File: config.mk
export PLATFORM = sky130hd
export DESIGN_NAME = data_ram_arbiter
export DESIGN_NICKNAME = d
export VERILOG_FILES = /design/src/rtl/data_ram_arbiter.sv
export SDC_FILE = /design/constraint.sdc
export NUM_CORES = 1
export LEC_CHECK = 0
export BUFFER_PORTS_ARGS = -buffer_cell sky130_fd_sc_hd__buf_2
export CELL_PAD_IN_SITES_DETAIL_PLACEMENT = 0
export CELL_PAD_IN_SITES_GLOBAL_PLACEMENT = 1
export CORE_AREA = 2 2 121 123
export CTS_CLUSTER_SIZE = 12
export DETAILED_ROUTE_END_ITERATION = 8
export DIE_AREA = 0 0 123 125
export PLACE_DENSITY = 0.66
export SLEW_MARGIN = 40
export SYNTH_ARGS = -nofsm -noshare
export SYNTH_HDL_FRONTEND = slang
export SYNTH_SLANG_ARGS = --single-unit
File: constraint.sdc
create_clock -name clk -period 2.7 [get_ports clk]
set_input_delay 0 -clock clk [delete_from_list [all_inputs] [get_ports clk]]
set_output_delay 0 -clock clk [all_outputs]
set_load 0.02 [all_outputs]
File: src/rtl/data_ram_arbiter.sv
// Two-master arbiter in front of the SOPC data RAM: CPU port (m0) and loader/DMA port (m1).
// One RAM access per cycle, read data returned to its owner one cycle after issue.
module data_ram_arbiter #(
    parameter int ADDR_W    = 32,
    parameter int DATA_W    = 32,
    parameter int MAX_BURST = 8
) (
    input  logic              clk,
    input  logic              rst,
    input  logic              m0_req,
    input  logic              m0_we,
    input  logic [ADDR_W-1:0] m0_addr,
    input  logic [3:0]        m0_sel,
    input  logic [DATA_W-1:0] m0_wdata,
    output logic              m0_gnt,
    output logic              m0_stall,
    output logic              m0_rvalid,
    output logic [DATA_W-1:0] m0_rdata,
    input  logic              m1_req,
    input  logic              m1_we,
    input  logic [ADDR_W-1:0] m1_addr,
    input  logic [3:0]        m1_sel,
    input  logic [DATA_W-1:0] m1_wdata,
    input  logic              m1_lock,
    output logic              m1_gnt,
    output logic              m1_rvalid,
    output logic [DATA_W-1:0] m1_rdata,
    output logic              ram_ce,
    output logic              ram_we,
    output logic [ADDR_W-1:0] ram_addr,
    output logic [3:0]        ram_sel,
    output logic [DATA_W-1:0] ram_data_o,
    input  logic [DATA_W-1:0] ram_data_i
);

    typedef enum logic {IDLE, LOCK} state_t;

    localparam logic [7:0] MAX_B = 8'(MAX_BURST);

    state_t      state_q, state_d;
    logic        last_grant_q, last_grant_d;
    logic [7:0]  burst_cnt_q, burst_cnt_d;
    logic        resp_valid_q, resp_valid_d;
    logic        resp_owner_q, resp_owner_d;
    logic        gnt0, gnt1;
    logic        lock_ok;

    always_ff @(posedge clk or negedge rst) begin
        if (!rst) begin
            state_q      <= IDLE;
            last_grant_q <= 1'b1;
            burst_cnt_q  <= 8'd0;
            resp_valid_q <= 1'b0;
            resp_owner_q <= 1'b0;
        end else begin
            state_q      <= state_d;
            last_grant_q <= last_grant_d;
            burst_cnt_q  <= burst_cnt_d;
            resp_valid_q <= resp_valid_d;
            resp_owner_q <= resp_owner_d;
        end
    end

    // Grant decision; outputs are held at zero while reset is asserted.
    always_comb begin
        gnt0    = 1'b0;
        gnt1    = 1'b0;
        lock_ok = (state_q == LOCK) && (burst_cnt_q < MAX_B);
        if (rst) begin
            if (lock_ok && m1_req && m1_lock) begin
                gnt1 = 1'b1;
            end else if (m0_req && m1_req) begin
                // Leaving a lock (or forced yield) always favours the CPU.
                if (state_q == LOCK || last_grant_q) gnt0 = 1'b1;
                else                                 gnt1 = 1'b1;
            end else if (m0_req) begin
                gnt0 = 1'b1;
            end else if (m1_req) begin
                gnt1 = 1'b1;
            end
        end
    end

    always_comb begin
        state_d      = IDLE;
        last_grant_d = last_grant_q;
        burst_cnt_d  = 8'd0;
        resp_valid_d = 1'b0;
        resp_owner_d = resp_owner_q;
        if (gnt0 || gnt1) begin
            last_grant_d = gnt1;
            resp_valid_d = gnt1 ? ~m1_we : ~m0_we;
            resp_owner_d = gnt1;
            if (gnt1 && m1_lock) begin
                state_d     = LOCK;
                // A grant taken after a forced yield starts a fresh burst.
                burst_cnt_d = lock_ok ? burst_cnt_q + 8'd1 : 8'd1;
            end
        end
    end

    always_comb begin
        ram_ce     = gnt0 | gnt1;
        ram_we     = 1'b0;
        ram_addr   = '0;
        ram_sel    = 4'h0;
        ram_data_o = '0;
        if (gnt0) begin
            ram_we     = m0_we;
            ram_addr   = m0_addr;
            ram_sel    = m0_sel;
            ram_data_o = m0_wdata;
        end else if (gnt1) begin
            ram_we     = m1_we;
            ram_addr   = m1_addr;
            ram_sel    = m1_sel;
            ram_data_o = m1_wdata;
        end
    end

    assign m0_gnt    = gnt0;
    assign m1_gnt    = gnt1;
    assign m0_stall  = rst & m0_req & ~gnt0;
    assign m0_rvalid = resp_valid_q & ~resp_owner_q;
    assign m1_rvalid = resp_valid_q &  resp_owner_q;
    assign m0_rdata  = m0_rvalid ? ram_data_i : '0;
    assign m1_rdata  = m1_rvalid ? ram_data_i : '0;

endmodule

Yosys cells after proc, flatten, opt, wreduce, memory -nomap -nowiden
Cells that the tools add are included.
Widths: inputs -> output; s select.

storage, ports and cells
  input port bits = 175
  memories = 0
  bits in latches = 0
  bits in writable memories = 0
  memory bits (read-only) = 0
  register bits after elaboration = 12

cells by class
  multipliers = 0
  shifts and indexed selects = 0
  magnitude comparators = 1
  divide/modulo/power cells = 0
  reduce and logical (&&, ||, !) cells = 7
  mux-type cells = 28
  eq/ne operators = 0
  bitwise logic cells = 9
  $add $sub $neg = 1

operators with widths
  cell                 number
  $mux 32              6
  $mux 8               3
  $mux 1               17
  $add 8x1->8 const B  1
  $lt 8x4->1 const B   1
  $mux 4               2
  $logic_and 1x1->1    5
  $and 1x1->1          4
  $not 1->1            4
  $logic_or 1x1->1     2
  $or 1x1->1           1

Logic depth before layout (Yosys ltp)
Gate-level depths: netlist of the first run.

  depth in word-level cells = 9
  depth in mapped cells = 7
  gate-level depth less buffers = 4

Least setup slack after synthesis of the first run
No wires, ideal clock.

  path type = register -> output
  start point = register burst_cnt_q[7]
  end point = output port ram_addr[25]
  arrival = 1.825 ns
  required time = 2.700 ns
  slack = 0.875 ns
  stages on the path, launching flop included = 6
  path through = dfrtp_1 -> or4_4 -> o22ai_2 -> a21oi_1 -> clkbuf_1 -> a22o_1

between the ends
  elaborated cells between the ends (all ways) = 10
  those cells by class = 1 x order compare; 6 x mux; 3 x reduce/logical

RTL lines
  what                             RTL line  text
  start: declaration               42        logic [7:0] burst_cnt_q, burst_cnt_d;
  start signal: assignment         58        burst_cnt_q <= burst_cnt_d;
  $lt 8x4->1                       68        lock_ok = (state_q == LOCK) && (burst_cnt_q < MAX_B);
  $logic_and 1x1->1                68
  $logic_and 1x1->1 (2 in series)  70        if (lock_ok && m1_req && m1_lock) begin
  $mux 1                           70
  $mux 1                           69        if (rst) begin
  via m0_gnt                       15        output logic m0_gnt,
  $mux 32                          108       if (gnt0) begin
  end: declaration                 30        output logic [ADDR_W-1:0] ram_addr,

The timed path passes the listed nets, and every way through them passes these cells.

Worst setup path in the final report of the first run
  start point = register burst_cnt_q[7]
  end point = output port ram_data_o[29]

between the ends
  longest elaborated chain between the ends = 8
  elaborated cells between the ends (all ways) = 10
  those cells by class = 1 x order compare; 6 x mux; 3 x reduce/logical

ends and longest elaborated chain
  what                                 RTL line  text
  $lt 8x4->1 (*)                       68
  $logic_and 1x1->1 (*)                68
  $logic_and 1x1->1 (*) (2 in series)  70
  $mux 1                               70
  $mux 1                               69
  $mux 32                              113       end else if (gnt1) begin
  $mux 32 (*)                          108
  end: declaration                     32        output logic [DATA_W-1:0] ram_data_o,

Every way passes the cells marked *; elsewhere a longest branch is shown, timed or not.

==> flow_metrics.tcl, run 1 <==
set metrics [dict create \
    status "complete, no violations" \
    hold_violations 0 \
    drive_gt1_share_pct 65.5 \
    worst-path-max-fanout 46 \
    holdWs_ns 0.0638 \
    powerDensity_nw_per_um2 329 \
    fin_skew_ns 0.00278 \
    synth_compound_area_share_pct 40.3 \
    drc 0 \
    fmax_mhz 409 \
    ys_ff_latch 12 \
    worst_hold_path_type "input port to flip-flop" \
    dieArea_um2 15400 \
    die_w_um 123 \
    rsz0062_at_grt "false" \
    postSynthCellCount 202 \
    grt.overflow.total 0 \
    fin_ws_ns 0.258 \
    grt_max_degree 73 \
    yosys_warnings 0 \
    place.gp.congestion 0.838 \
    path_class "flip-flop to output port" \
    crit_arrival_ns 2.44 \
    vias 2878 \
    viasPerCell 4.16 \
    crit_path_end_kind "output port" \
    startpoint_type "flip-flop" \
    cts_buffers 3 \
    synthXorXnorAreaFrac_pct 0.533 \
    rr_worst_depth 5 \
    synthMuxAreaShare_pct 0 \
    syn_area_per_cell_um2 8.14 \
    cp_cell_sequence "or4_4, o22ai_2, o211a_2, buf_4, a22o_1, buf_2" \
    io_pins 314 \
    clkLatencyLatePin_ns 0.24 \
    gr-usage-all-layers_pct 12.7 \
    first_global_vias 2651 \
    core_area_um2 14200 \
    cts_tree "built" \
    post-route-period-util_pct 90.5 \
    required_ns 2.70 \
    cts_setup_buffers 0 \
    rows 44 \
    slew_viol_final 0 \
    synth_top_family_by_area "compound AO/OA/AOI/OAI gates" \
    post_cts_resize_count 0 \
    cts_sinks 12 \
    start_util_pct 11.6 \
    syn-cell-area_um2 1640 \
    tightest_slew_ns 0.721 \
    fp.dieH_um 125 \
    crit_slowest_cell "or4_4" \
    wl_um 10800 \
    ctsHtreeMaxLevel 1 \
    hpwl_um 9630 \
    antenna_found_initial 7 \
    drtIter0Drc 50 \
    area_growth_syn_to_layout_pct 112 \
    leakagePower_uw 0.00230 \
    slew_headroom_pct 51.9 \
    period_needed_ns 2.44 \
    synth_cell_types 27 \
    nets 681 \
    ant_nets 0 \
    wire_per_inst_um 15.6 \
    clockBufferDepth 2 \
    pre_cts_ws_ns 0.531 \
    vdd_drop_max_mv 0.117 \
    cts-root-buf "clkbuf_16" \
    tns_ns 0 \
    grt_first_pass_wirelength_um 15000 \
    setup_viol 0 \
    yosys.area_share.simple_pct 31.5 \
    max_cap_violations 0 \
    cpPeakStageDelay_ns 0.54 \
    drtPass1Iterations 6 \
    portBuffers 313 \
    whs_path_depth 3 \
    clkTransAtPathRegs_ns 0.04 \
    synthAdderAreaFrac_pct 0.761 \
    ys_seq_area_share_pct 18.3 \
]
[metal layers]
metal  vias to the layer above  wire length (um)  track usage (%)
met3                        10              1180             3.74
met5                         -                41                0
met2                       196              5670             25.7
met1                      1284              3860             12.7
li1                       1382                 -                -
met4                         6                56             2.01
[report_power, final]
group	switching (uW)	total, uW	internal (uW)
clock	76.6	300	223
combinational	383	650	267
sequential	4.38	197	192
total	464	1150	682
[through the flow]
stage	util [%]	power [uW]	area (um2)	cells
after floorplan	-	552	1660	205
after global placement	23.8	849	3380	683
after detailed placement	23.8	856	3380	683
after CTS	24.5	1160	3480	688
after global routing	24.5	1210	3480	689
final	24.6	1150	3490	692
[state kept, by name, summed over array words and instances, names as in the netlist]
| name | flops |
|---|---|
| last_grant_q | 1 |
| resp_valid_q | 1 |
| state_q | 1 |
| burst_cnt_q | 8 |
| resp_owner_q | 1 |
[layout make-up]
| class | count | area (um2) |
|---|---|---|
| diodes | 4 | 10.0 |
| well taps | 184 | 230 |
| inverters | 3 | 11.3 |
| fillers | 1603 | 10700 |
| repair buffers | 320 | 1620 |
| clock buffers | 4 | 88.8 |
| flip-flops and latches | 12 | 302 |
| multi-input cells | 165 | 1230 |
[synthesized netlist by cell type]
cell | n | area [um2]
a22o_1 | 70 | 613
and2_1 | 34 | 213
and3_1 | 34 | 213
clkbuf_1 | 16 | 60.1
dfrtp_1 | 11 | 275
buf_2 | 5 | 25.0
and4_1 | 3 | 26.3
buf_6 | 3 | 33.8
inv_1 | 3 | 11.3
nand2_1 | 3 | 11.3
nor2_1 | 3 | 11.3
a21oi_1 | 2 | 10.0
a21o_1 | 1 | 7.51
a31o_2 | 1 | 8.76
buf_4 | 1 | 7.51
conb_1 | 1 | 3.75
dfstp_2 | 1 | 26.3
ha_1 | 1 | 12.5
nand3b_1 | 1 | 7.51
nor2b_1 | 1 | 6.26
nor3_1 | 1 | 5.00
nor3b_1 | 1 | 7.51
o211a_1 | 1 | 10.0
o22ai_2 | 1 | 12.5
or2_2 | 1 | 6.26
or4_4 | 1 | 11.3
xor2_1 | 1 | 8.76
[critical path: cells and delay by family (launching register included)]
| kind | cells | cell delay [ns] |
|---|---|---|
| compound gates | 3 | 0.71 |
| buf+inv | 2 | 0.57 |
| flops | 1 | 0.35 |
| simple gates | 1 | 0.54 |
[cell usage in the layout (no fill, tap or decap)]
cell,count
or4_4,1
a21oi_4,1
nor2_1,3
nor3_1,1
buf_2,313
dfstp_2,1
ha_1,1
diode_2,4
nor2b_1,1
or2_2,1
nand3b_1,1
dfrtp_1,11
a21o_1,1
a22o_1,70
clkbuf_16,3
and4_1,3
buf_4,6
dlygate4sd3_1,1
xor2_1,1
a31o_2,1
o211a_2,1
a21oi_1,1
conb_1,4
o22ai_2,1
nand2_1,3
and2_1,34
nor3b_1,1
clkbuf_8,1
and3_1,34
inv_1,3
[timing repair]
| action | in CTS | in global routing |
|---|---|---|
| setup endpoints to repair | 0 | 0 |
| hold buffers | 1 | 0 |
| hold endpoints to repair | 12 | 0 |
[path summary, 6_finish.rpt]
check                                     from             end  slack (ns)
worst min-delay path                     m1_we    resp_valid_q        0.06
min in group asynchronous                  rst    resp_owner_q        0.19
worst min register to register    last_grant_q    last_grant_q        0.52
worst max-delay path            burst_cnt_q[7]  ram_data_o[29]        0.26
max in group asynchronous                  rst    last_grant_q        2.23
worst max register to register  burst_cnt_q[7]  burst_cnt_q[2]        0.61
[cells by family (layout without fill, tap and decap cells)]
kind of cell | after synthesis | after routing
XOR/XNOR | 1 | 1
buffers and inverters | 28 | 327
AO/OA/AOI/OAI | 76 | 76
flip-flops | 12 | 12
AND/OR/NAND/NOR | 83 | 83
other | 1 | 8
adder cells (fa/ha/maj) | 1 | 1
No activity file was read; power rests on OpenSTA's default activity.
==> run 2, diff against run 1 <==
- ABC_AREA: not set -> 1
- CORE_AREA: 2 2 121 123 -> 2 2 123 125
- DIE_AREA: 0 0 123 125 -> 0 0 125 127
- HOLD_SLACK_MARGIN: not set -> 0.15
- PLACE_DENSITY: 0.66 -> 0.72
==> flow_metrics.tcl, run 2 <==
set metrics [dict create \
    synth_flop_cell "dfrtp_1" \
    wl_um 10600 \
    hold_buffers 4 \
    n_antenna_cell 0 \
    final_common_cell "buf_2" \
    place.gp.congestion 0.837 \
    regToRegEndpoint "resp_valid_q" \
    leakagePower_uw 0.00271 \
    cts_buffers 3 \
    portBuffers 313 \
    fp.dieH_um 127 \
    required_ns 2.70 \
    fin_skew_ns 0.00219 \
    post_cts_resize_count 0 \
    area_growth_syn_to_layout_pct 106 \
    dpl_cell_area_um2 3550 \
    grt_first_pass_wirelength_um 15700 \
    ys_seq_area_share_pct 16.9 \
    first_global_vias 2999 \
    worst_hold_path_type "input port to asynchronous set/reset pin" \
    regMostFlops "burst_cnt_q" \
    hpwl_um 9180 \
    post-route-period-util_pct 80.3 \
    r2r_setup_slack_ns 0.97 \
    yosys.area.top_type_share_pct 45.2 \
    synth_edf_count 0 \
    syn_area_per_cell_um2 4.67 \
    powerDensity_nw_per_um2 320 \
    crit_path_end_kind "output port" \
    drive_gt1_share_pct 47.8 \
    hold_violations 0 \
    die_w_um 125 \
    drc 0 \
    clkLatencyLatePin_ns 0.24 \
    drtIter0Drc 89 \
    synth_cell_types 23 \
    nFillCells 1714 \
    clockBufferDepth 2 \
    dieArea_um2 15900 \
    rows 44 \
    cts_setup_buffers 0 \
    wire_per_inst_um 12.1 \
    ant_nets 0 \
    synthArstFlopShare_pct 100 \
    yosys_warnings 0 \
    status "complete, no violations" \
    drtPass1Iterations 4 \
    synth_area_leader_cell "nand2_1" \
    fmax_mhz 461 \
    rr_startpoint "last_grant_q" \
    crit_arrival_ns 2.17 \
    startpoint_type "input port" \
    synth_most_common_cell "nand2_1" \
    start_util_pct 12.4 \
    ys_top_cells_by_area "nand2_1 (45%), dfrtp_1 (15%), nor2_1 (15%)" \
    vdd_drop_max_mv 0.187 \
    nets 869 \
    antenna_found_initial 1 \
    io_pins 314 \
    cts_tree "built" \
    core_area_um2 14400 \
    slew_viol_final 0 \
    clkTransAtPathRegs_ns 0.04 \
    period_needed_ns 2.17 \
    cts_sinks 12 \
    largest_register_ff_count 8 \
    syn-cell-area_um2 1790 \
    utilization_pct 25.5 \
    grt.overflow.total 0 \
    grt_max_degree 43 \
    rr_worst_depth 8 \
    ctsHtreeMaxLevel 1 \
    rsz0062_at_grt "false" \
    cts-root-buf "clkbuf_16" \
    viasPerCell 3.73 \
    tns_ns 0 \
    setup_viol 0 \
    most-common-layout-cells "buf_2 (313), nand2_1 (214), nor2_1 (72), inv_1 (43), dfrtp_1 (11)" \
    synth_common_cells "nand2_1 (215), nor2_1 (72), inv_1 (43), buf_2 (12), dfrtp_1 (11)" \
    vias 3266 \
    max_cap_violations 0 \
    gr-usage-all-layers_pct 12.1 \
    postSynthCellCount 382 \
    p_total_uw 1180 \
    stdcell_area_um2 3680 \
    worst-path-max-fanout 41 \
    ys_ff_latch 12 \
    path_class "input port to output port" \
]
[run 2: kinds of logic (layout without fill, tap and decap cells)]
logic type               Yosys count  after routing  share of synthesized area [%]
AO/OA/AOI/OAI                      4              4                           1.12
buffers and inverters             64            371                           15.3
XOR/XNOR                           1              1                          0.491
flip-flops                        12             12                           16.9
adder cells (fa/ha/maj)            1              1                          0.701
other                              1              4                          0.210
AND/OR/NAND/NOR                  299            299                           65.3
[run 2: worst max-delay path by stage]
stage                         startpoint       endpoint  slack, ns  depth (start not counted)
after detailed placement  burst_cnt_q[7]     ram_sel[3]       0.86                          9
after floorplan             last_grant_q   ram_addr[27]       1.35                          7
after global routing                 rst     ram_sel[1]       0.30                          8
final                                rst     ram_sel[1]       0.53                          8
after global placement      last_grant_q  ram_data_o[2]       0.90                          8
after CTS                            rst  ram_data_o[2]       0.47                          8
[run 2: power by group]
| group | internal (uW) | switching (uW) | leakage [uW] |
|---|---|---|---|
| sequential | 193 | 5.20 | 0.000151 |
| combinational | 247 | 427 | 0.00251 |
| clock | 224 | 79.2 | 0.0000442 |
[run 2: area by class of cell]
class                      count  area [um2]  area share, %
clock buffer                   4        88.8           2.42
inverter                      44         168           4.56
multi-input combinational    309        1220           33.3
sequential                    12         302           8.20
tap                          184         230           6.26
timing repair buffer         323        1660           45.3
[run 2: per-layer routing]
| layer | wire length [um] | vias up | part of all wire (%) | global-route usage (%) |
|---|---|---|---|---|
| met2 | 5410 | 202 | 51 | 23.2 |
| li1 | - | 1718 | - | - |
| met1 | 3990 | 1334 | 38 | 13.2 |
| met4 | 138 | 2 | 1.3 | 2.03 |
| met3 | 1080 | 10 | 10 | 3.69 |
| met5 | 7 | - | 0.066 | 0 |
[run 2: critical path: stages]
cell and delay, ns:
dlygate4sd3_1 0.52, buf_2 0.34, nand2_1 0.27, nor2_4 0.19, buf_4 0.42, nand2_1 0.11
nand2_1 0.10, buf_2 0.19
[run 2: through the flow]
| step | hold slack [ns] | instances | setup WS [ns] |
|---|---|---|---|
| CTS | 0.217 | 876 | 0.469 |
| finish | 0.208 | 876 | 0.533 |
| detailed placement | -0.0644 | 868 | 0.858 |
| global route | 0.250 | 876 | 0.300 |
| floorplan | -0.296 | 385 | 1.35 |
| global placement | -0.0726 | 868 | 0.902 |
==> run 3, diff against run 2 <==
- clock period: 2.7 -> 2.1 ns (I/O delays scaled with it)
==> flow_metrics.tcl, run 3 (synthesis results as in run 2) <==
set metrics [dict create \
    worst_hold_path_type "input port to flip-flop" \
    slew_viol_final 0 \
    hpwl_um 9190 \
    clkTransAtPathRegs_ns 0.04 \
    most-common-layout-cells "buf_2 (313), nand2_1 (215), nor2_1 (72), inv_1 (43), dfrtp_1 (11)" \
    drc 0 \
    ctsHtreeMaxLevel 1 \
    ant_nets 0 \
    worst-path-max-fanout 17 \
    grt.overflow.total 0 \
    regMostFlops "burst_cnt_q" \
    cts_sinks 12 \
    dpl_cell_area_um2 3600 \
    core_area_um2 14400 \
    max_cap_violations 0 \
    cp_top_family "simple AND/OR/NAND/NOR gates" \
    portBuffers 313 \
    crit_path_end_kind "output port" \
    wl_um 10500 \
    cp_cell_sequence "nor2_1, nand4_2, nand2_2, nand2_4, inv_4, buf_4, nand2_1, nand2_1, buf_2" \
    p_total_uw 1520 \
    dieArea_um2 15900 \
    cts_buffers 3 \
    grt_max_degree 34 \
    final_common_cell "buf_2" \
    clockBufferDepth 2 \
    cts_tree "built" \
    crit_arrival_ns 1.88 \
    start_util_pct 12.4 \
    multi_input_area_um2 1220 \
    nets 874 \
    gr-usage-all-layers_pct 11.6 \
    first_global_vias 2925 \
    final_cells 881 \
    period_needed_ns 1.88 \
    rows 44 \
    antenna_found_initial 1 \
    io_pins 314 \
    viasPerCell 3.74 \
    place.gp.congestion 0.790 \
    startpoint_type "flip-flop" \
    drtPass1Iterations 4 \
    post_cts_resize_count 0 \
    die_w_um 125 \
    cts-root-buf "clkbuf_16" \
    required_ns 2.10 \
    tns_ns 0 \
    crit_buf_inv 3 \
    crit_slowest_cell "dfrtp_1" \
    vias 3295 \
    fp.dieH_um 127 \
    fin_skew_ns 0.00348 \
    cp_common_cell "nand2_1" \
    hold_violations 0 \
    post-route-period-util_pct 89.4 \
    rsz0062_at_grt "false" \
    setup_viol 0 \
    fmax_mhz 533 \
    drtIter0Drc 73 \
    clkLatencyLatePin_ns 0.24 \
    largest_register_ff_count 8 \
    vdd_drop_max_mv 0.196 \
    n_antenna_cell 0 \
    stdcell_area_um2 3750 \
    wire_per_inst_um 11.9 \
    nFillCells 1696 \
    place_inst 872 \
    cpPeakStageDelay_ns 0.35 \
    area_growth_syn_to_layout_pct 110 \
    status "complete, no violations" \
    leakagePower_uw 0.00274 \
    drive_gt1_share_pct 48.1 \
    grt_first_pass_wirelength_um 15000 \
    path_class "flip-flop to output port" \
    regArea_um2 302 \
    powerDensity_nw_per_um2 406 \
]
==> run 3: cell types whose count changed in the layout (fill, tap and decap cells not counted), sizes merged <==
cell	change
buf	+5
==> run 3: final cells by class <==
class                      count  share of cell area, %
timing repair buffer         328                   46.4
multi-input combinational    309                   32.6
sequential                    12                   8.04
clock buffer                   4                   2.37
inverter                      44                   4.47
tap                          184                   6.14
==> run 3: timing repair <==
action / CTS / global route
endpoints found under the hold margin: 18 / 0
setup endpoints to repair: 0 / 9
buffers inserted: 0 / 1
hold buffers: 4 / 0
==> run 3: through the flow <==
step	setup WS, ns	util (%)	hold slack, ns
final	0.222	26.0	0.233
after global routing	0.0626	26.0	0.268
after CTS	0.0921	25.9	0.236
after detailed placement	0.361	25.0	-0.0331
after global placement	0.358	25.0	-0.0375
after floorplan	0.751	-	-0.296
==> run 3: worst paths after layout <==
kind | startpoint | end | slack, ns | cells past startpoint
max reg2reg | last_grant_q | resp_valid_q | 0.40 | 8
min | m1_req | last_grant_q | 0.23 | 5
min reg2reg | last_grant_q | last_grant_q | 0.48 | 2
min in group asynchronous | rst | burst_cnt_q[5] | 0.24 | 3
max | burst_cnt_q[7] | ram_data_o[20] | 0.22 | 9
max in group asynchronous | rst | last_grant_q | 1.62 | 3
==> run 3: worst register-to-register path, stage by stage (launching register included) <==
cell	delay, ns
dfstp_2	0.52
nor2_1	0.05
o21ai_1	0.13
nand2_2	0.10
nand2_4	0.11
nand2_1	0.06
nand2_1	0.04
dlygate4sd3_1	0.54
inv_1	0.04
==> run 3: where the power goes <==
part,leakage (uW),internal (uW),switching (uW)
registers,0.000151,249,5.80
logic,0.00255,333,549
clock network,0.0000442,287,99.8
==> run 3: per-layer routing <==
layer | up-vias | share of wire, % | wire length, um | global-route usage [%]
met4 | 2 | 0.51 | 53 | 1.57
met3 | 7 | 9.3 | 974 | 2.97
met1 | 1366 | 38 | 3940 | 12.6
met2 | 193 | 52 | 5480 | 23.0
li1 | 1727 | - | - | -
met5 | - | 0.15 | 16 | 0
